File: config.mk
export PLATFORM = sky130hd
export DESIGN_NAME = ub_affine_sched_ctrl_flat
export DESIGN_NICKNAME = d
export VERILOG_FILES = /design/src/rtl/ub_sched_pkg.sv /design/src/rtl/ub_affine_sched_ctrl_if.sv /design/src/rtl/ub_loop_counter.sv /design/src/rtl/ub_affine_sched_ctrl.sv /design/src/flat_wrapper.sv
export SDC_FILE = /design/constraint.sdc
export NUM_CORES = 1
export LEC_CHECK = 0
export CAP_MARGIN = 30
export CORE_MARGIN = 3
export CORE_UTILIZATION = 30
export DETAILED_ROUTE_END_ITERATION = 7
export PLACE_DENSITY = 0.55
export SETUP_SLACK_MARGIN = 0.15
export SLEW_MARGIN = 20
export SYNTH_ARGS = -nofsm -noshare
export SYNTH_HDL_FRONTEND = slang
export SYNTH_SLANG_ARGS = --single-unit
File: constraint.sdc
create_clock -name clk -period 5.03 [get_ports clk]
set_input_delay 1.509 -clock clk [delete_from_list [all_inputs] [get_ports clk]]
set_output_delay 1.509 -clock clk [all_outputs]
set_load 0.02 [all_outputs]
File: src/rtl/ub_sched_pkg.sv
// Shared types for the unified-buffer schedule controller.
package ub_sched_pkg;
  localparam int CW = 16;

  // vars[0] = root loop, vars[1] = column, vars[2] = row
  typedef logic [2:0][CW-1:0] ctrl_vars_t;

  typedef enum logic [1:0] {
    IDLE  = 2'd0,
    RUN   = 2'd1,
    DRAIN = 2'd2
  } sched_state_e;
endpackage

File: src/rtl/ub_affine_sched_ctrl_if.sv
// Control inputs and ub-facing outputs of the schedule controller; state is a debug view of the FSM.
interface ub_affine_sched_ctrl_if;
  logic                     flush;
  logic                     en;
  logic                     start;
  logic                     write_wen;
  ub_sched_pkg::ctrl_vars_t write_ctrl_vars;
  logic                     read_ren;
  ub_sched_pkg::ctrl_vars_t read_ctrl_vars;
  logic                     busy;
  logic                     done;
  ub_sched_pkg::sched_state_e state;

  modport master (
    output flush, en, start,
    input  write_wen, write_ctrl_vars, read_ren, read_ctrl_vars, busy, done, state
  );

  modport slave (
    input  flush, en, start,
    output write_wen, write_ctrl_vars, read_ren, read_ctrl_vars, busy, done, state
  );
endinterface

File: src/rtl/ub_loop_counter.sv
// 3-D nested loop counter: var1 innermost, then var2, var0 outermost; wraps to zero after the last point.
module ub_loop_counter import ub_sched_pkg::*; #(
  parameter int EXT0 = 1,
  parameter int EXT1 = 64,
  parameter int EXT2 = 64
) (
  input  logic       clk,
  input  logic       rst_n,
  input  logic       step,
  input  logic       clr,
  output ctrl_vars_t vars,
  output logic       last
);
  localparam logic [CW-1:0] MAX0 = CW'(EXT0 - 1);
  localparam logic [CW-1:0] MAX1 = CW'(EXT1 - 1);
  localparam logic [CW-1:0] MAX2 = CW'(EXT2 - 1);

  logic [CW-1:0] v0_q, v1_q, v2_q;
  logic [CW-1:0] v0_d, v1_d, v2_d;
  logic          wrap0, wrap1, wrap2;

  assign wrap0 = (v0_q == MAX0);
  assign wrap1 = (v1_q == MAX1);
  assign wrap2 = (v2_q == MAX2);
  assign last  = wrap0 && wrap1 && wrap2;
  assign vars  = {v2_q, v1_q, v0_q};

  always_comb begin
    v0_d = v0_q;
    v1_d = v1_q;
    v2_d = v2_q;
    if (clr) begin
      v0_d = '0;
      v1_d = '0;
      v2_d = '0;
    end else if (step) begin
      if (wrap1) begin
        v1_d = '0;
        if (wrap2) begin
          v2_d = '0;
          v0_d = wrap0 ? '0 : v0_q + CW'(1);
        end else begin
          v2_d = v2_q + CW'(1);
        end
      end else begin
        v1_d = v1_q + CW'(1);
      end
    end
  end

  always_ff @(posedge clk or negedge rst_n) begin
    if (!rst_n) begin
      v0_q <= '0;
      v1_q <= '0;
      v2_q <= '0;
    end else begin
      v0_q <= v0_d;
      v1_q <= v1_d;
      v2_q <= v2_d;
    end
  end
endmodule

File: src/rtl/ub_affine_sched_ctrl.sv
// Walks the ub iteration domain for the producer, then for the consumer RD_DELAY enabled cycles later.
module ub_affine_sched_ctrl import ub_sched_pkg::*; #(
  parameter int EXT0     = 1,
  parameter int EXT1     = 64,
  parameter int EXT2     = 64,
  parameter int RD_DELAY = 2
) (
  input logic                   clk,
  input logic                   rst_n,
  ub_affine_sched_ctrl_if.slave sif
);
  localparam logic [CW-1:0] RD_W = CW'(RD_DELAY);

  if (EXT0 < 1 || EXT0 > (1 << CW) || EXT1 < 1 || EXT1 > (1 << CW) ||
      EXT2 < 1 || EXT2 > (1 << CW)) begin : g_bad_ext
    $error("ub_affine_sched_ctrl: every extent must lie in 1..2^CW");
  end
  if (RD_DELAY < 1 || RD_DELAY > 65535) begin : g_bad_delay
    $error("ub_affine_sched_ctrl: RD_DELAY must lie in 1..65535");
  end

  sched_state_e  state_q, state_d;
  logic [CW-1:0] dly_q, dly_d;
  logic          rd_on_q, rd_on_d, fin_q, fin_d;
  logic          wen_q, wen_d, ren_q, ren_d, busy_q, busy_d, done_q, done_d;
  ctrl_vars_t    wv_q, wv_d, rv_q, rv_d;
  ctrl_vars_t    wc_vars, rc_vars;
  logic          wc_last, rc_last, w_issue, r_issue, rd_go;

  ub_loop_counter #(.EXT0(EXT0), .EXT1(EXT1), .EXT2(EXT2)) u_wr_cnt (
    .clk(clk), .rst_n(rst_n), .step(w_issue), .clr(sif.flush), .vars(wc_vars), .last(wc_last)
  );
  ub_loop_counter #(.EXT0(EXT0), .EXT1(EXT1), .EXT2(EXT2)) u_rd_cnt (
    .clk(clk), .rst_n(rst_n), .step(r_issue), .clr(sif.flush), .vars(rc_vars), .last(rc_last)
  );

  // Reads run once the delay count has reached RD_DELAY, until the last point has issued.
  assign rd_go = (state_q != IDLE) && (rd_on_q || (dly_q == RD_W));

  always_comb begin
    state_d = state_q;
    dly_d   = dly_q;
    rd_on_d = rd_on_q;
    fin_d   = fin_q;
    wen_d   = wen_q;
    ren_d   = ren_q;
    busy_d  = busy_q;
    done_d  = done_q;
    wv_d    = wv_q;
    rv_d    = rv_q;
    w_issue = 1'b0;
    r_issue = 1'b0;
    if (sif.flush) begin
      state_d = IDLE;
      dly_d   = '0;
      rd_on_d = 1'b0;
      fin_d   = 1'b0;
      wen_d   = 1'b0;
      ren_d   = 1'b0;
      busy_d  = 1'b0;
      done_d  = 1'b0;
      wv_d    = '0;
      rv_d    = '0;
    end else if (sif.en) begin
      w_issue = (state_q == RUN) || ((state_q == IDLE) && sif.start);
      r_issue = rd_go;
      done_d  = 1'b0;
      if ((state_q != IDLE) && !rd_on_q) begin
        if (dly_q == RD_W) rd_on_d = 1'b1;
        else               dly_d   = dly_q + CW'(1);
      end
      // fin marks that the final read is on the outputs; completion follows one cycle later.
      if (r_issue && rc_last) begin
        rd_on_d = 1'b0;
        dly_d   = '0;
        fin_d   = 1'b1;
      end
      case (state_q)
        IDLE: if (sif.start) begin
          state_d = wc_last ? DRAIN : RUN;
          dly_d   = CW'(1);
        end
        RUN:  if (wc_last) state_d = DRAIN;
        DRAIN: if (fin_q) begin
          state_d = IDLE;
          fin_d   = 1'b0;
          dly_d   = '0;
          done_d  = 1'b1;
        end
        default: state_d = IDLE;
      endcase
      wen_d  = w_issue;
      wv_d   = w_issue ? wc_vars : '0;
      ren_d  = r_issue;
      rv_d   = r_issue ? rc_vars : '0;
      busy_d = (state_d != IDLE);
    end
  end

  always_ff @(posedge clk or negedge rst_n) begin
    if (!rst_n) begin
      state_q <= IDLE;
      dly_q   <= '0;
      rd_on_q <= 1'b0;
      fin_q   <= 1'b0;
      wen_q   <= 1'b0;
      ren_q   <= 1'b0;
      busy_q  <= 1'b0;
      done_q  <= 1'b0;
      wv_q    <= '0;
      rv_q    <= '0;
    end else begin
      state_q <= state_d;
      dly_q   <= dly_d;
      rd_on_q <= rd_on_d;
      fin_q   <= fin_d;
      wen_q   <= wen_d;
      ren_q   <= ren_d;
      busy_q  <= busy_d;
      done_q  <= done_d;
      wv_q    <= wv_d;
      rv_q    <= rv_d;
    end
  end

  // The ub must see no access in a frozen cycle, so the enables are masked by en directly.
  assign sif.write_wen       = wen_q && sif.en;
  assign sif.read_ren        = ren_q && sif.en;
  assign sif.write_ctrl_vars = wv_q;
  assign sif.read_ctrl_vars  = rv_q;
  assign sif.busy            = busy_q;
  assign sif.done            = done_q;
  assign sif.state           = state_q;
endmodule

File: src/flat_wrapper.sv
// flat-port wrapper written by rule: the top's interface ports become plain ports
module ub_affine_sched_ctrl_flat import ub_sched_pkg::*;
#(
  parameter int EXT0     = 1,
  parameter int EXT1     = 64,
  parameter int EXT2     = 64,
  parameter int RD_DELAY = 2
)
  (clk, rst_n, sif_flush, sif_en, sif_start, sif_write_wen, sif_write_ctrl_vars, sif_read_ren, sif_read_ctrl_vars, sif_busy, sif_done, sif_state);
  ub_affine_sched_ctrl_if sif_i ();
  input logic clk;
  input logic rst_n;
  input wire logic [$bits(sif_i.flush)-1:0] sif_flush;
  input wire logic [$bits(sif_i.en)-1:0] sif_en;
  input wire logic [$bits(sif_i.start)-1:0] sif_start;
  output wire logic [$bits(sif_i.write_wen)-1:0] sif_write_wen;
  output wire logic [$bits(sif_i.write_ctrl_vars)-1:0] sif_write_ctrl_vars;
  output wire logic [$bits(sif_i.read_ren)-1:0] sif_read_ren;
  output wire logic [$bits(sif_i.read_ctrl_vars)-1:0] sif_read_ctrl_vars;
  output wire logic [$bits(sif_i.busy)-1:0] sif_busy;
  output wire logic [$bits(sif_i.done)-1:0] sif_done;
  output wire logic [$bits(sif_i.state)-1:0] sif_state;
  assign sif_i.flush = sif_flush;
  assign sif_i.en = sif_en;
  assign sif_i.start = sif_start;
  assign sif_write_wen = sif_i.write_wen;
  assign sif_write_ctrl_vars = sif_i.write_ctrl_vars;
  assign sif_read_ren = sif_i.read_ren;
  assign sif_read_ctrl_vars = sif_i.read_ctrl_vars;
  assign sif_busy = sif_i.busy;
  assign sif_done = sif_i.done;
  assign sif_state = sif_i.state;
  ub_affine_sched_ctrl #(.EXT0(EXT0), .EXT1(EXT1), .EXT2(EXT2), .RD_DELAY(RD_DELAY)) u_core (.clk(clk), .rst_n(rst_n), .sif(sif_i));
endmodule
==> qor.csv, run 1 <==
metric,value,unit
outcome,"finished, final reports clean",
DRC violations left,0,
Post-Synthesis Cell Area,0.0103,sq mm
first-pass GRT wire length,45.7,mm
Synth cell types,63,
total CTS buffers,26,
largest net degree at the start of global routing,110,
root buf cell,clkbuf_16,
P&R area growth vs syn,23.8,%
Max Cap Viol,0,
Post-CTS Hold Buffers,0,
ys flop type,dfrtp_1,
Clk pwr share,0.489,
syn avg cell area,10.2,sq um
Final GP Congestion,0.798,
hold_sp,u_core.ren_q,
I/O Pins,107,
Clock Latency Late Sink,0.52,ns
Yosys reg bits,216,
DR vias,8445,
Max Clock Freq,224,MHz
Post-Synthesis Cells,1015,
register area,0.00541,sq mm
setup tns final,0,ns
fin crit period,4.46,ns
die area,0.0367,sq mm
Worst slew margin,0.384,
Multi-input gate area,0.00458,sq mm
CP Max Fanout,3,
Detail Placement HPWL,18.0,mm
worst clock skew,0.00638,ns
Slew @ Worst Pin,0.915,ns
period utilization,0.886,
combinational fraction of design power,0.057,
"Slew Viols, Final",0,
Worst EP arrival,2.95,ns
power per cell area,305,mW/mm^2
Pre-antenna DRT Iters,5,
switching share of power,0.235,
final hold vios,0,
sequential fraction of the synthesis area,0.524,
"count leader, synth",dfrtp_1,
internal cell power,2.98,mW
post-CTS sizing,0,
Pwr Total,3.90,mW
"top cells by area, synth","dfrtp_1 52%, a22o_1 8.5%, o31ai_1 3.3%",
core area,0.0337,sq mm
Critical Path RT,3.52,ns
gr ovfl total,0,
reg2reg start,u_core.dly_q[0],
cell taking the most area after synthesis,dfrtp_1,
drt via density,5.40,
net switching power,0.917,mW
syn_nets,1030,
Crit Path Class,input pin to primary output,
row cnt,67,
Total Routed Length,28.0,mm
maximum root-to-sink buffer count,3,
post-route ant nets,0,
initial antenna violation count,0,
Synth top area share,0.524,
Die Span Y,191,um
GRT Resource Usage Total,0.151,
Hold Crit Class,flop to flop,
asr flop ratio synth,1.00,
Final Setup Violations,0,
Worst R2R Path Depth,8,
Sink Count,216,
final hold slack,0.473,ns
worst vdd ir,0.000227,V
reg2reg setup slack,1.91,ns
Crit. End Element,primary output,
# fillers,3353,
Post-synth EDFFs,0,
H-tree Lvls,1,
die width,191,um
CTS tree,yes,
vias in the first global route,8243,
yosys synthesis warning count,0,
DR iter-0 viols,578,
Antenna Cells,0,
setup bufs post-CTS,0,
wire per inst,17.9,um
input/output buffers,106,
RSZ-0062 raised after global routing,false,
CP Launch Type,input pin,
Final nets,1112,
clk slew on worst S/H paths,0.06,ns
Hold Path End,u_core.ren_q,
RR Endpoint,u_core.sif.read_ctrl_vars[46],
hold-critical path depth,1,
Seq pwr share,0.455,
Commonest cells post-synth,"216 x dfrtp_1, 100 x a22o_1, 71 x nand2_1",
Pleak,5.22,nW
Initial Util,0.306,
share of cells above drive strength 1,0.0797,
per-layer routing:
metal  wire (um)  up-vias  part of all wire  global-route usage
li1            -     4033                 -                   -
met3        1160       32             0.041              0.0246
met1       13700     4230              0.49               0.220
met4         521        0             0.019              0.0361
met5           0        -                 0                   0
met2       12700      150              0.45               0.234
power groups by stage:
stage	clock, mW	combinational [mW]	sequential [mW]
floorplan	0	0.124	1.80
global placement	0	0.222	1.80
detailed placement	0	0.225	1.80
CTS	1.97	0.226	1.77
global route	2.03	0.250	1.77
finish	1.91	0.221	1.77
critical path, cell delays in order:
cell             delay, ns
clkdlybuf4s50_1       0.66
and2_1                0.18
clkdlybuf4s50_1       0.60
through the flow:
stage	setup slack (ns)	cells	util	cell area [sq um]
final	0.575	1564	0.379	12800
after global routing	0.548	1564	0.379	12800
after CTS	0.546	1562	0.378	12800
after detailed placement	0.547	1515	0.352	11900
after global placement	0.536	1515	0.352	11900
after floorplan	1.51	1015	-	10300
cell usage in the layout (no fill, tap or decap), types with 6 or more instances in the layout:
cell             count
a31oi_1             18
clkbuf_8             6
ha_1                10
clkbuf_1             6
clkbuf_16           27
o21ai_0             57
inv_1               27
dfrtp_1            216
mux2i_1             13
nor4b_1              6
or3_1               17
a22o_1             100
and3_1              16
nand2_1             71
and4_1               7
nor4_1              23
clkdlybuf4s50_1    105
or2_2                8
and2_1               8
nand3_1             48
nand4_1             26
nand2b_1             7
xnor2_1             11
o31ai_1             45
a21oi_1             46
nor2_1              52
buf_4               14
nor3_1              18
or4_1               16
cells by family (layout without fill, tap and decap cells):
kind of cell,Yosys count,in the layout,share of synthesized area
xor+xnor,15,15,0.0127
buf+inv,98,199,0.0367
flops,216,216,0.524
simple gates,348,348,0.183
compound gates,312,312,0.216
fa+ha+maj,10,10,0.0121
mux,16,16,0.0159
worst max-delay path by stage:
stage               startpoint       endpoint  slack (ns)  cells after the start
floorplan               sif_en   sif_read_ren        1.51                      2
global placement        sif_en  sif_write_wen        0.54                      3
detailed placement      sif_en  sif_write_wen        0.55                      3
CTS                     sif_en  sif_write_wen        0.55                      3
global route            sif_en   sif_read_ren        0.55                      3
finish                  sif_en  sif_write_wen        0.57                      3
area by class of cell:
class | count | area share
timing repair buffer | 125 | 0.0977
sequential | 216 | 0.423
inverter | 27 | 0.00793
tap | 448 | 0.0439
multi-input combinational | 701 | 0.359
clock inverter | 8 | 0.00735
clock buffer | 39 | 0.0611
Note: power is estimated with default switching activity, not from simulation.
==> run 2: changes to the inputs <==
SLEW_MARGIN = 0   (was 20)
TNS_END_PERCENT = 5   (was default)
==> qor.csv, run 2 (same netlist as run 1, synthesis figures left out) <==
metric,value,unit,change
Final GP Congestion,0.798,,unchanged
Hold Crit Class,flop to flop,,
CP Launch Type,input pin,,
post-route ant nets,0,,unchanged
root buf cell,clkbuf_16,,
DR vias,8495,,+0.59%
wire per inst,17.9,um,-0.13%
Final nets,1111,,-0.090%
hold_sp,u_core.ren_q,,
switching share of power,0.235,,about the same
Worst EP arrival,2.94,ns,about the same
Die Span Y,191,um,unchanged
Post-CTS Hold Buffers,0,,unchanged
"Slew Viols, Final",0,,unchanged
GRT Resource Usage Total,0.151,,unchanged
Multi-input gate area,0.00458,sq mm,-0.14%
Crit. End Element,primary output,,
initial antenna violation count,0,,unchanged
Pre-antenna DRT Iters,5,,unchanged
share of cells above drive strength 1,0.0780,,-0.00172
met3 GRT Util,0.0246,,unchanged
Clock Latency Late Sink,0.52,ns,about the same
die width,191,um,unchanged
setup bufs post-CTS,0,,unchanged
Total Routed Length,28.0,mm,-0.19%
gr ovfl total,0,,unchanged
GR Util met2,0.234,,unchanged
core area,0.0337,sq mm,unchanged
Slew @ Worst Pin,1.03,ns,+0.114 ns
largest net degree at the start of global routing,110,,unchanged
input/output buffers,106,,unchanged
fin crit period,4.45,ns,-0.00244 ns
"commonest non-fill, non-tap cell in the layout",dfrtp_1,,
reg2reg start,u_core.dly_q[0],,
Critical Path RT,3.52,ns,about the same
power per cell area,306,mW/mm^2,+0.14%
post-CTS sizing,0,,unchanged
total CTS buffers,26,,unchanged
RSZ-0062 raised after global routing,false,,
Sink Count,216,,unchanged
internal cell power,2.98,mW,about the same
final hold vios,0,,unchanged
DRC violations left,0,,unchanged
CTS tree,yes,,
Antenna Cells,0,,unchanged
H-tree Lvls,1,,unchanged
Pleak,5.22,nW,about the same
worst vdd ir,0.000227,V,about the same
Crit Path Class,input pin to primary output,,
first-pass GRT wire length,45.7,mm,unchanged
period utilization,0.885,,about the same
P&R area growth vs syn,23.6,%,
grt peak-use layer,met2,,
net switching power,0.918,mW,about the same
maximum root-to-sink buffer count,3,,unchanged
I/O Pins,107,,unchanged
row cnt,67,,unchanged
DR iter-0 viols,621,,+7.4%
Initial Util,0.306,,unchanged
"commonest non-fill, non-tap cells in the layout","216 x dfrtp_1, 105 x clkdlybuf4s50_1, 100 x a22o_1, 71 x nand2_1, 57 x o21ai_0",,
Worst slew margin,0.307,,-0.0770
Detail Placement HPWL,18.0,mm,unchanged
CP startpoint,sif_en,,
met1 capacity usage during global routing,0.220,,unchanged
clk slew on worst S/H paths,0.06,ns,about the same
vias in the first global route,8243,,unchanged
Max Cap Viol,0,,unchanged
Pwr Total,3.90,mW,about the same
Max Clock Freq,225,MHz,about the same
# fillers,3355,,+0.060%
Final Setup Violations,0,,unchanged
outcome,"finished, final reports clean",,
register area,0.00541,sq mm,unchanged
worst clock skew,0.00664,ns,+0.000257 ns
final core utilization,0.379,,-0.000520
Seq pwr share,0.454,,about the same
setup tns final,0,ns,unchanged
combinational fraction of design power,0.056,,about the same
final hold slack,0.472,ns,-0.000899 ns
Clk pwr share,0.489,,about the same
die area,0.0367,sq mm,unchanged
drt via density,5.44,,+0.66%
CP Max Fanout,3,,unchanged
## run 2: final timing paths
path / endpoint / slack (ns) / cells past startpoint
setup / recovery: sif_write_wen / 0.58 / 3
hold / removal: u_core.ren_q / 0.47 / 1
setup reg to reg: u_core.sif.read_ctrl_vars[46] / 1.91 / 8
hold reg to reg: u_core.ren_q / 0.47 / 1
max in group asynchronous: u_core.u_wr_cnt.v2_q[15] / 3.11 / 2
min in group asynchronous: u_core.sif.write_ctrl_vars[13] / 1.06 / 1
## run 2: per-stage QoR
step                      instances  area (sq um)  setup WS, ns
after floorplan                1015         10300          1.51
after global placement         1515         11900         0.536
after detailed placement       1515         11900         0.547
after CTS                      1562         12800         0.546
after global routing           1563         12800         0.548
final                          1563         12800         0.577
## run 2: critical path: stages
cell and delay (ns):
clkdlybuf4s50_1 0.66, and2_1 0.18, clkdlybuf4s50_1 0.60
## run 2: routing by layer
metal | routed length, um | up-vias
li1 | - | 4026
met1 | 13700 | 4282
met2 | 12700 | 153
met3 | 1130 | 34
met4 | 529 | 0
met5 | 0 | -
## run 2: power groups by stage
stage / registers (mW) / logic [mW] / clock network (mW)
6_report: 1.77 / 0.220 / 1.91
4_1_cts: 1.77 / 0.226 / 1.97
3_3_place_gp: 1.80 / 0.222 / 0
5_1_grt: 1.77 / 0.249 / 2.03
2_1_floorplan: 1.80 / 0.124 / 0
3_5_place_dp: 1.80 / 0.225 / 0
## run 2: layout make-up
type                       count  share of cell area
inverter                      27             0.00795
timing repair buffer         124              0.0969
sequential                   216               0.424
clock buffer                  39              0.0612
tap                          448              0.0439
multi-input combinational    701               0.359
clock inverter                 8             0.00736
==> run 3: changes to the inputs <==
GPL_ROUTABILITY_DRIVEN = 0   (was default)
TNS_END_PERCENT = default   (was 5)
clock period = 5.65 ns   (was 5.03 ns; I/O delays follow)
==> qor.csv, run 3 (same netlist as run 1, synthesis figures left out) <==
metric,value,unit,change
outcome,"finished, final reports clean",,
Final nets,1110,,-0.090%
reg2reg setup slack,2.33,ns,+0.42 ns
root buf cell,clkbuf_16,,
hold-critical path depth,1,,unchanged
Crit. End Element,primary output,,
vias in the first global route,8603,,+4.4%
share of cells above drive strength 1,0.0772,,-0.000828
maximum root-to-sink buffer count,3,,unchanged
Pleak,5.17,nW,-0.81%
Final Setup Violations,0,,unchanged
Worst slew margin,0.303,,-0.00456
Slew @ Worst Pin,1.04,ns,+0.0130 ns
post-route ant nets,0,,unchanged
Detail Placement HPWL,18.2,mm,+0.71%
RR Endpoint,u_core.sif.read_ctrl_vars[18],,
Seq pwr share,0.469,,+0.015
period utilization,0.860,,
reg2reg start,u_core.dly_q[0],,
RSZ-0062 raised after global routing,false,,
dpl ws,0.789,ns,+0.242 ns
Finished Cell Area,0.0127,sq mm,-0.64%
largest net degree at the start of global routing,106,,-3.6%
post-CTS sizing,0,,unchanged
die area,0.0367,sq mm,unchanged
drt via density,5.46,,+0.49%
clk slew on worst S/H paths,0.06,ns,about the same
Pre-antenna DRT Iters,6,,+1
CP Launch Type,input pin,,
Finished Layout Cells,1563,,unchanged
Placed Instance Area,0.0119,sq mm,-0.19%
Initial Util,0.306,,unchanged
row cnt,67,,unchanged
P&R area growth vs syn,22.8,%,
Worst EP arrival,3.16,ns,+0.22 ns
setup bufs post-CTS,0,,unchanged
die width,191,um,unchanged
wire per inst,18.1,um,+0.92%
# fillers,3384,,+0.86%
Sink Count,216,,unchanged
DRC violations left,0,,unchanged
switching share of power,0.243,,+0.00740
Total Routed Length,28.2,mm,+0.92%
total CTS buffers,26,,unchanged
Clk pwr share,0.474,,-0.015
final hold vios,0,,unchanged
Hold Path End,u_core.ren_q,,
Max Clock Freq,206,MHz,
initial antenna violation count,0,,unchanged
Crit Path Class,input pin to primary output,,
setup tns final,0,ns,unchanged
Placed Instances,1515,,unchanged
hold_sp,u_core.ren_q,,
worst clock skew,0.0141,ns,+0.00745 ns
CP Max Fanout,4,,+1
"Slew Viols, Final",0,,unchanged
gr ovfl total,0,,unchanged
fin crit period,4.86,ns,
CTS tree,yes,,
net switching power,0.817,mW,-11%
core area,0.0337,sq mm,unchanged
Critical Path RT,3.95,ns,+0.43 ns
DR iter-0 viols,592,,-4.7%
Die Span Y,191,um,unchanged
Post-CTS Hold Buffers,0,,unchanged
Clock Latency Late Sink,0.53,ns,about the same
CP startpoint,sif_en,,
I/O Pins,107,,unchanged
input/output buffers,106,,unchanged
Max Cap Viol,0,,unchanged
final worst setup slack,0.792,ns,+0.215 ns
first-pass GRT wire length,47.0,mm,+2.9%
internal cell power,2.55,mW,-15%
H-tree Lvls,1,,unchanged
worst vdd ir,0.000234,V,+3.0%
Hold Crit Class,flop to flop,,
GRT Resource Usage Total,0.155,,+0.00399
combinational fraction of design power,0.058,,+0.002
Worst R2R Path Depth,8,,unchanged
"commonest non-fill, non-tap cells in the layout","216 x dfrtp_1, 105 x clkdlybuf4s50_1, 100 x a22o_1, 71 x nand2_1, 57 x o21ai_0",,
"commonest non-fill, non-tap cell in the layout",dfrtp_1,,
DR vias,8537,,+0.49%
power per cell area,266,mW/mm^2,-13%
[run 3: cell count changes in the layout (fill, tap and decap cells not counted)]
cell             change
buf_12               -2
buf_2                -1
buf_4                +1
bufinv_16            -2
clkbuf_8             -1
clkdlybuf4s18_2      +1
clkinv_2             +2
clkinv_4             +1
clkinvlp_4           +1
diode_2              +1
inv_6                -1
[run 3: through the flow]
stage	total power [mW]	utilization	hold slack [ns]
after floorplan	1.71	-	0.442
after global placement	1.80	0.351	0.454
after detailed placement	1.80	0.352	0.458
after CTS	3.42	0.376	0.471
after global routing	3.51	0.376	0.497
final	3.37	0.376	0.469
[run 3: worst max path at each step]
stage and end:
6_report sif_write_wen, 5_1_grt sif_write_wen, 4_1_cts sif_write_wen, 3_5_place_dp sif_write_wen, 3_3_place_gp sif_write_wen, 2_1_floorplan sif_read_ren
[run 3: layer usage]
metal	global-route usage	wire length (um)	up-vias
met2	0.246	12900	166
li1	-	-	4030
met4	0.0373	511	0
met1	0.222	13600	4297
met3	0.0246	1210	44
met5	0	0	-
[run 3: worst max-delay path, stage by stage]
cell and delay (ns):
clkdlybuf4s50_1 0.68, and2_1 0.19, clkdlybuf4s50_1 0.60
[run 3: power groups by stage]
| stage | sequential [mW] | clock, mW | combinational [mW] |
|---|---|---|---|
| finish | 1.58 | 1.59 | 0.194 |
| global route | 1.58 | 1.71 | 0.221 |
| CTS | 1.58 | 1.64 | 0.198 |
| detailed placement | 1.61 | 0 | 0.197 |
| global placement | 1.61 | 0 | 0.194 |
| floorplan | 1.60 | 0 | 0.111 |
[run 3: final cells by class]
type / count / area, sq um / share of cell area
Clock inverter: 9 / 51.3 / 0.00405
Inverter: 27 / 101 / 0.00800
Multi-Input combinational cell: 701 / 4580 / 0.361
Sequential cell: 216 / 5410 / 0.426
Clock buffer: 38 / 767 / 0.0605
Antenna cell: 1 / 2.50 / 0.000197
Tap cell: 448 / 561 / 0.0442
Timing Repair Buffer: 123 / 1210 / 0.0954
